File: config.mk
export PLATFORM = sky130hd
export DESIGN_NAME = push_button_debouncer
export DESIGN_NICKNAME = d
export VERILOG_FILES = /design/src/rtl/sync_2ff.sv /design/src/rtl/push_button_debouncer.sv
export SDC_FILE = /design/constraint.sdc
export NUM_CORES = 1
export LEC_CHECK = 0
export BUFFER_PORTS_ARGS = -buffer_cell sky130_fd_sc_hd__buf_2
export CORE_MARGIN = 2
export CORE_UTILIZATION = 53
export DETAILED_ROUTE_END_ITERATION = 8
export GPL_TIMING_DRIVEN = 0
export PLACE_DENSITY = 0.7
export SLEW_MARGIN = 0
export SYNTH_ARGS = -nofsm -noshare
export SYNTH_HDL_FRONTEND = slang
export SYNTH_SLANG_ARGS = --single-unit
File: constraint.sdc
create_clock -name clk -period 2.27 [get_ports clk]
set_input_delay 0.454 -clock clk [delete_from_list [all_inputs] [get_ports clk]]
set_output_delay 0.454 -clock clk [all_outputs]
set_load 0.005 [all_outputs]
File: src/rtl/sync_2ff.sv
// Two-flop synchronizer that brings an asynchronous level into the clk domain.
// Both stages clear to 0 on a synchronous active-high reset.
module sync_2ff (
  input  logic clk,
  input  logic rst,
  input  logic d,
  output logic q
);

  logic meta;

  // NOTE: non-blocking assignments make meta and q sample together on the
  // edge, so q always sees the previous meta and the chain really is two flops.
  always_ff @(posedge clk) begin
    if (rst) begin
      meta <= 1'b0;
      q    <= 1'b0;
    end else begin
      meta <= d;
      q    <= meta;
    end
  end

endmodule

File: src/rtl/push_button_debouncer.sv
// Push-button debouncer: the synchronized level must differ from the debounced
// state for 2^CNT_WIDTH consecutive cycles before the state flips and a strobe fires.
module push_button_debouncer #(
  parameter int unsigned CNT_WIDTH = 16
) (
  input  logic clk,
  input  logic rst,
  input  logic PB,
  output logic PB_state,
  output logic PB_down,
  output logic PB_up
);

  logic                 sync;
  logic                 idle;
  logic                 cnt_max;
  logic [CNT_WIDTH-1:0] cnt;

  // The button is active-low; invert before synchronizing so sync = 1 means pressed.
  sync_2ff u_sync (
    .clk (clk),
    .rst (rst),
    .d   (~PB),
    .q   (sync)
  );

  assign idle    = (PB_state == sync);
  assign cnt_max = &cnt;

  // Any cycle where sync agrees with PB_state (a bounce back) restarts the window.
  always_ff @(posedge clk) begin
    if (rst) begin
      cnt      <= '0;
      PB_state <= 1'b0;
    end else if (idle) begin
      cnt <= '0;
    end else begin
      // At all-ones this increment wraps to 0 in the same cycle PB_state flips.
      cnt <= cnt + CNT_WIDTH'(1);
      if (cnt_max) PB_state <= ~PB_state;
    end
  end

  // NOTE: every output of this block gets a default first, so no path leaves
  // it unassigned and no latch is inferred.
  always_comb begin
    PB_down = 1'b0;
    PB_up   = 1'b0;
    if (!rst && !idle && cnt_max) begin
      PB_down = ~PB_state;
      PB_up   = PB_state;
    end
  end

endmodule

* Word level (Yosys, flattened, before mapping) *
Cells that the tools add are included.

storage, ports and cells
  latch bits = 0
  bits of input ports = 3
  word-level logic and storage cells = 18
  bits in writable memories = 0
  bits in registers = 19
  memory bits (read-only) = 0
  output and inout port bits = 3
  memories kept = 0

operators by class
  order comparisons = 0
  equality and inequality tests = 1
  div/mod/pow operators = 0
  bitwise gates (word level) = 3
  multiplexer cells = 2
  add/sub/neg operators = 1
  multipliers = 0
  shifts and indexed selects = 0
  reductions and logical operators = 7

operator list
  kind                   count
  $reduce_and 17->1      1
  $add 16x1->16 const B  1
  $reduce_and 16->1      1
  $not 1->1              3
  $logic_and 1x1->1      2
  $logic_not 1->1        2
  $mux 1                 2
  $reduce_or 2->1        1
  $eq 1x1->1             1

* Depth between registers and ports, before layout *
Gate-level depths: netlist of the first run.

  word-level depth = 5
  depth in mapped cells = 5
  depth with buffers taken out = 5

* By module *
Synthesis of the first run repeated with hierarchy kept, for this count alone.

unflattened totals
  cells, all modules = 95
  area total of the unflattened synthesis = 864.6 um^2

modules (own cells, without submodules)
  module                 sequential area each (um^2)  cells each  times used  area an instance (um^2)
  push_button_debouncer  340.3                        91          1           812.0
  sync_2ff               40.0                         4           1           52.6

* Worst setup path before layout of the first run *
No wires, ideal clock.

  kind = reg-to-output
  from = register cnt[0]
  to = output port PB_down
  required time = 1.816 ns
  data arrival time = 1.047 ns
  path slack = 0.769 ns
  cell stages (with the launch flop) = 6
  cells stage by stage = dfxtp_1 -> ha_1 -> nand2_1 -> nor2_1 -> nand4_1 -> nor2_1

between the ends
  longest elaborated chain between the ends = 3

RTL lines
  item                      RTL line                     text
  start: declaration        push_button_debouncer.sv:17  logic [CNT_WIDTH-1:0] cnt;
  start signal: assignment  push_button_debouncer.sv:39  cnt <= cnt + CNT_WIDTH'(1);
  $reduce_and 16->1         push_button_debouncer.sv:28  assign cnt_max = &cnt;
  $logic_and 1x1->1         push_button_debouncer.sv:49  if (!rst && !idle && cnt_max) begin
  $mux 1                    push_button_debouncer.sv:49
  end: declaration          push_button_debouncer.sv:10  output logic PB_down,

Every way passes these cells.

* Worst setup path in the final report of the first run *
  from = register cnt[0]
  to = output port PB_up

between the ends
  longest elaborated chain between the ends = 3

RTL lines
  item               RTL line                     text
  $reduce_and 16->1  push_button_debouncer.sv:28
  $logic_and 1x1->1  push_button_debouncer.sv:49
  $mux 1             push_button_debouncer.sv:49
  end: declaration   push_button_debouncer.sv:11  output logic PB_up

Every way passes these cells.

==> results of run 1 <==
-- kinds of logic after synthesis --
kind of cell    share of synthesized area (%)
simple gates                            33.09
flops                                   44.90
xor+xnor                                11.37
compound gates                          3.544
buf+inv                                 3.101
mux                                     2.511
fa+ha+maj                               1.477
-- layer usage --
metal	share of wire (%)	track usage, %	wire [um]
met1	46	23.14	678
met2	49	30.88	717
met3	2.4	2.500	35
met4	2.9	10.91	42
met5	0	0	0
-- critical path, stage by stage (launching register included) --
cell	delay, ns
dfxtp_1	0.39
ha_1	0.22
nand2_1	0.18
nor2_2	0.18
nand4_1	0.13
nor2_1	0.11
buf_2	0.12
-- area by class of cell --
| class | instances | area [um2] |
|---|---|---|
| fillers | 153 | 584.3 |
| multi-input cells | 69 | 442.9 |
| flip-flops and latches | 19 | 380.4 |
| repair buffers | 5 | 25.02 |
| clock buffers | 3 | 22.52 |
| well taps | 16 | 20.02 |
| plain buffers | 2 | 15.01 |
| inverters | 3 | 11.26 |
| clock inverters | 1 | 5.005 |
-- state kept, by name (all words and copies together) (netlist names) --
name	count
cnt	16
PB_state	1
u_sync.meta	1
u_sync.q	1
-- worst max-delay path by stage --
stage	from	to	slack, ns
after floorplan	cnt[0]	PB_down	0.77
after global placement	cnt[0]	PB_up	0.52
after detailed placement	cnt[0]	PB_up	0.51
after CTS	cnt[0]	PB_up	0.15
after global routing	cnt[0]	PB_up	0.008
final	cnt[0]	PB_up	0.18
-- cells in the mapped netlist --
| cell | number | area (um2) |
|---|---|---|
| buf_6 | 1 | 11.26 |
| nand4_1 | 3 | 18.77 |
| clkbuf_1 | 1 | 3.750 |
| xor2_1 | 3 | 26.28 |
| o21ai_0 | 3 | 15.01 |
| a21oi_1 | 3 | 15.01 |
| nor3_1 | 4 | 20.02 |
| mux2i_1 | 1 | 10.01 |
| mux2_1 | 1 | 11.26 |
| nand4_2 | 2 | 25.02 |
| dfxtp_1 | 19 | 380.4 |
| nor4_2 | 4 | 50.05 |
| ha_1 | 1 | 12.51 |
| and2_1 | 2 | 12.51 |
| nor2b_1 | 2 | 12.51 |
| nand2b_1 | 1 | 6.260 |
| nor2_2 | 2 | 12.51 |
| inv_1 | 3 | 11.26 |
| xnor2_1 | 8 | 70.07 |
| nor2_1 | 17 | 63.81 |
| nand2_1 | 4 | 15.01 |
| nand3_1 | 5 | 25.02 |
| or3_1 | 3 | 18.77 |
-- power groups by stage --
stage               Combinational, mW  Clock [mW]  Sequential, mW
detailed placement            0.00823           0           0.344
finish                        0.00814       0.176           0.337
global route                  0.00937       0.191           0.337
global placement              0.00796           0           0.344
floorplan                     0.00444           0           0.344
CTS                           0.00843       0.178           0.337
-- what timing repair did --
action / 4_1_cts / 5_1_grt
gates resized for setup: 0 / 1
endpoints found under the setup margin: 0 / 2
buffers inserted: 0 / 0
hold endpoints to repair: 0 / 0
-- metrics by stage --
| stage | cells | hold slack (ns) | utilization (%) |
|---|---|---|---|
| after detailed placement | 114 | 0.4287 | 59.22 |
| final | 118 | 0.2872 | 61.21 |
| after global routing | 118 | 0.2890 | 61.21 |
| after global placement | 114 | 0.4239 | 59.22 |
| after floorplan | 93 | 0.4138 | - |
| after CTS | 118 | 0.2907 | 61.05 |
==> flow_summary.ini, run 1 <==
[status]
outcome = finished, final reports clean

[worst_hold_path]
hp-class = primary input to flop
holdPathEnd = u_sync.meta
min_from = PB
hold_path_depth = 2

[clock_tree]
clockRootBuffer = clkbuf_4
cts_tree = done
cts_hold_buf = 0
cts_max_level = 1
numCtsBuffers = 3
clkTransAtPathRegs_ns = 0.11
clockBufferDepth = 2
cts_sinks = 19
clk_latency_ns = 0.31

[pwr]
internal_power_uw = 404.6
swShare_pct = 22.23
p_switching_uw = 115.7
power_density_nw_per_um2 = 564.2
combPwrFrac_pct = 1.6
p_leak_nw = 0.3001
irDropWorstVdd_mv = 0.4222
finalPower_uw = 520.2
seqPwrFrac_pct = 64.7
pwr-share-clk_pct = 33.7

[sta]
fin_tns_setup_ns = 0
relSlewSlack_pct = 67.92
maxSlewViolCount = 0
max_freq_ghz = 0.4795
setup_viol = 0
hold_viol = 0
finClkSkew_ns = 0.002340
fin_crit_ns = 2.086
worst_pin_slew_ns = 0.4812
rsz0062_at_grt = no
post-route-period-util_pct = 91.88
fin_ws_ns = 0.1843

[global_route]
grt_pass1_vias = 637
grtUsageTotal_pct = 18.73
antenna_found_initial = 0
grt.overflow.total = 0
grt_max_degree = 12
grt_pass1_wl_um = 2628

[die]
die_y_um = 43.98
rows = 14
initial_core_util_pct = 56.23
dieWidth_um = 43.98
die_area_um2 = 1934
coreArea_um2 = 1506
io_pins = 6

[cells_and_area]
final_common_cell = dfxtp_1
n_antenna_cell = 0
final_cell_mix = 19 x dfxtp_1, 16 x nor2_1, 8 x xnor2_1, 5 x nand3_1, 5 x buf_2
nets = 107
design_area_um2 = 922.1
drive_gt1_share_pct = 18.63
area_growth_syn_to_layout_pct = 8.863

[routing]
finalWirelength_um = 1473
dr.first_iter.drc_count = 3
num_vias = 644
via_per_inst = 5.458
ant_nets = 0
post_drt_wl_per_cell_um = 12.48
first_pass_iters = 3
remaining_drc_errors = 0

[critical_path]
critPathMaxFanout = 6
worstRegToRegCells = 5
r2r-end = cnt[14]
crit_type = flop to output port
start_kind = flop
cp-end-kind = output port
r2r_slack_ns = 0.80
cp.required_ns = 1.82
r2r-start = cnt[0]
critPathArrivalTime_ns = 1.63

[placed_design]
preCtsSetupSlack_ns = 0.5090
gp_congestion = 0.7174
postPlaceCellArea_um2 = 892.1
place_hpwl_um = 1090
port-buffer-count = 5

[yosys]
syn_inst = 93
synth_cell_types = 23
seq_area_frac_synth_pct = 44.90
ys_warn_count = 0
syn_area_um2 = 847.1
syn_area_per_cell_um2 = 9.108
synth-seq-cells = 19
syn-num-nets = 97

[flow_run]
maxCapViolCount = 0
Power figures use the tool's default switching activity.
==> inputs of run 2 (changes only) <==
Clock period 2.27 ns to 2.1 ns, I/O delays scaled along.
==> flow_summary.ini, run 2 (same netlist as run 1, synthesis figures left out) <==
[status]
outcome = finished, final reports clean

[sta]
fin_ws_ns = 0.1699
relSlewSlack_pct = 66.58
fin_crit_ns = 1.930
hold_viol = 0
whs_ns = 0.2523
worst_pin_slew_ns = 0.5013
fin_tns_setup_ns = 0
finClkSkew_ns = 0.003186
setup_viol = 0
max_freq_ghz = 0.5181
rsz0062_at_grt = no
maxSlewViolCount = 0
post-route-period-util_pct = 91.91

[clock_tree]
clockBufferDepth = 2
cts_max_level = 1
cts_tree = done
numCtsBuffers = 3
cts_sinks = 19
clk_latency_ns = 0.31
post_cts_buffers = 0
cts_hold_buf = 0
clkTransAtPathRegs_ns = 0.11
clockRootBuffer = clkbuf_4
post_cts_resized = 0

[critical_path]
max_stage_delay_ns = 0.37
critPathTopFamily = simple AND/OR/NAND/NOR gates
crit_cells = 6
r2r-end = PB_state
cp.required_ns = 1.68
start_kind = flop
worst_path_max_delay_cell = dfxtp_1
path_cells = ha_2 > nand2_2 > nor2_4 > nand4_1 > nor2_1 > buf_2
critPathMaxFanout = 6
r2r_slack_ns = 0.63
worstRegToRegCells = 5
r2r-start = cnt[3]
crit_type = flop to output port
critPathArrivalTime_ns = 1.51
cp-end-kind = output port
path_buf_inv = 1

[pwr]
power_density_nw_per_um2 = 597.8
p_leak_nw = 0.3055
irDropWorstVdd_mv = 0.4570

[cells_and_area]
regMostFlops = cnt
largest_reg_flops = 16
area_growth_syn_to_layout_pct = 11.23
fillerInstances = 150
final_cell_mix = 18 x dfxtp_1, 16 x nor2_1, 8 x xnor2_1, 5 x nand3_1, 5 x buf_2
drive_gt1_share_pct = 21.57
post-route-util_pct = 62.54
n_antenna_cell = 0
final_common_cell = dfxtp_1
nets = 107

[global_route]
grtUsageTotal_pct = 18.73
grt_use_met1_pct = 23.14
antenna_found_initial = 0
grtUsageMet3_pct = 2.500
grt.overflow.total = 0
grt.busiest_layer = met2
grt_max_degree = 12
grt_pass1_wl_um = 2628
grt_pass1_vias = 637
use_met2_pct = 30.88

[worst_hold_path]
holdPathEnd = u_sync.meta
min_from = PB
hold_path_depth = 2
hp-class = primary input to flop

[routing]
ant_nets = 0
num_vias = 652
via_per_inst = 5.525
remaining_drc_errors = 0
dr.first_iter.drc_count = 6
first_pass_iters = 4
post_drt_wl_per_cell_um = 12.54
finalWirelength_um = 1480

[die]
coreArea_um2 = 1506
die_area_um2 = 1934
io_pins = 6
die_y_um = 43.98
initial_core_util_pct = 56.23
rows = 14
dieWidth_um = 43.98

[placed_design]
preCtsSetupSlack_ns = 0.3730
place_hpwl_um = 1090
port-buffer-count = 5
gp_congestion = 0.7174

[flow_run]
maxCapViolCount = 0
## run 2: per-layer routing
layer,up-vias,wire length (um)
met5,-,0
li1,334,-
met2,11,727
met4,0,42
met3,5,56
met1,302,654
## run 2: layout make-up
type,count,area [um2],area share (%)
clock inverter,1,5.005,0.5312
clock buffer,3,22.52,2.390
timing repair buffer,5,25.02,2.656
buffer,2,15.01,1.594
tap,16,20.02,2.125
inverter,3,11.26,1.195
sequential,19,381.6,40.50
multi-input combinational,69,461.7,49.00
## run 2: worst max-delay path by stage
stage,start,endpoint
final,cnt[1],PB_up
after global routing,PB_state,PB_up
after CTS,cnt[0],PB_up
after detailed placement,cnt[0],PB_up
after global placement,cnt[0],PB_up
after floorplan,cnt[0],PB_down
## run 2: report_power, final
group | leakage (nW) | internal, mW | switching (mW)
clock network | 0.0177 | 0.0713 | 0.119
logic | 0.134 | 0.00358 | 0.00534
registers | 0.154 | 0.363 | 0.00131
## run 2: stage by stage
stage | instances | total power [mW] | cell area (um2)
3_5_place_dp | 114 | 0.3810 | 892.1
5_1_grt | 118 | 0.5807 | 942.2
3_3_place_gp | 114 | 0.3806 | 892.1
2_1_floorplan | 93 | 0.3766 | 847.1
4_1_cts | 118 | 0.5658 | 919.6
6_report | 118 | 0.5632 | 942.2
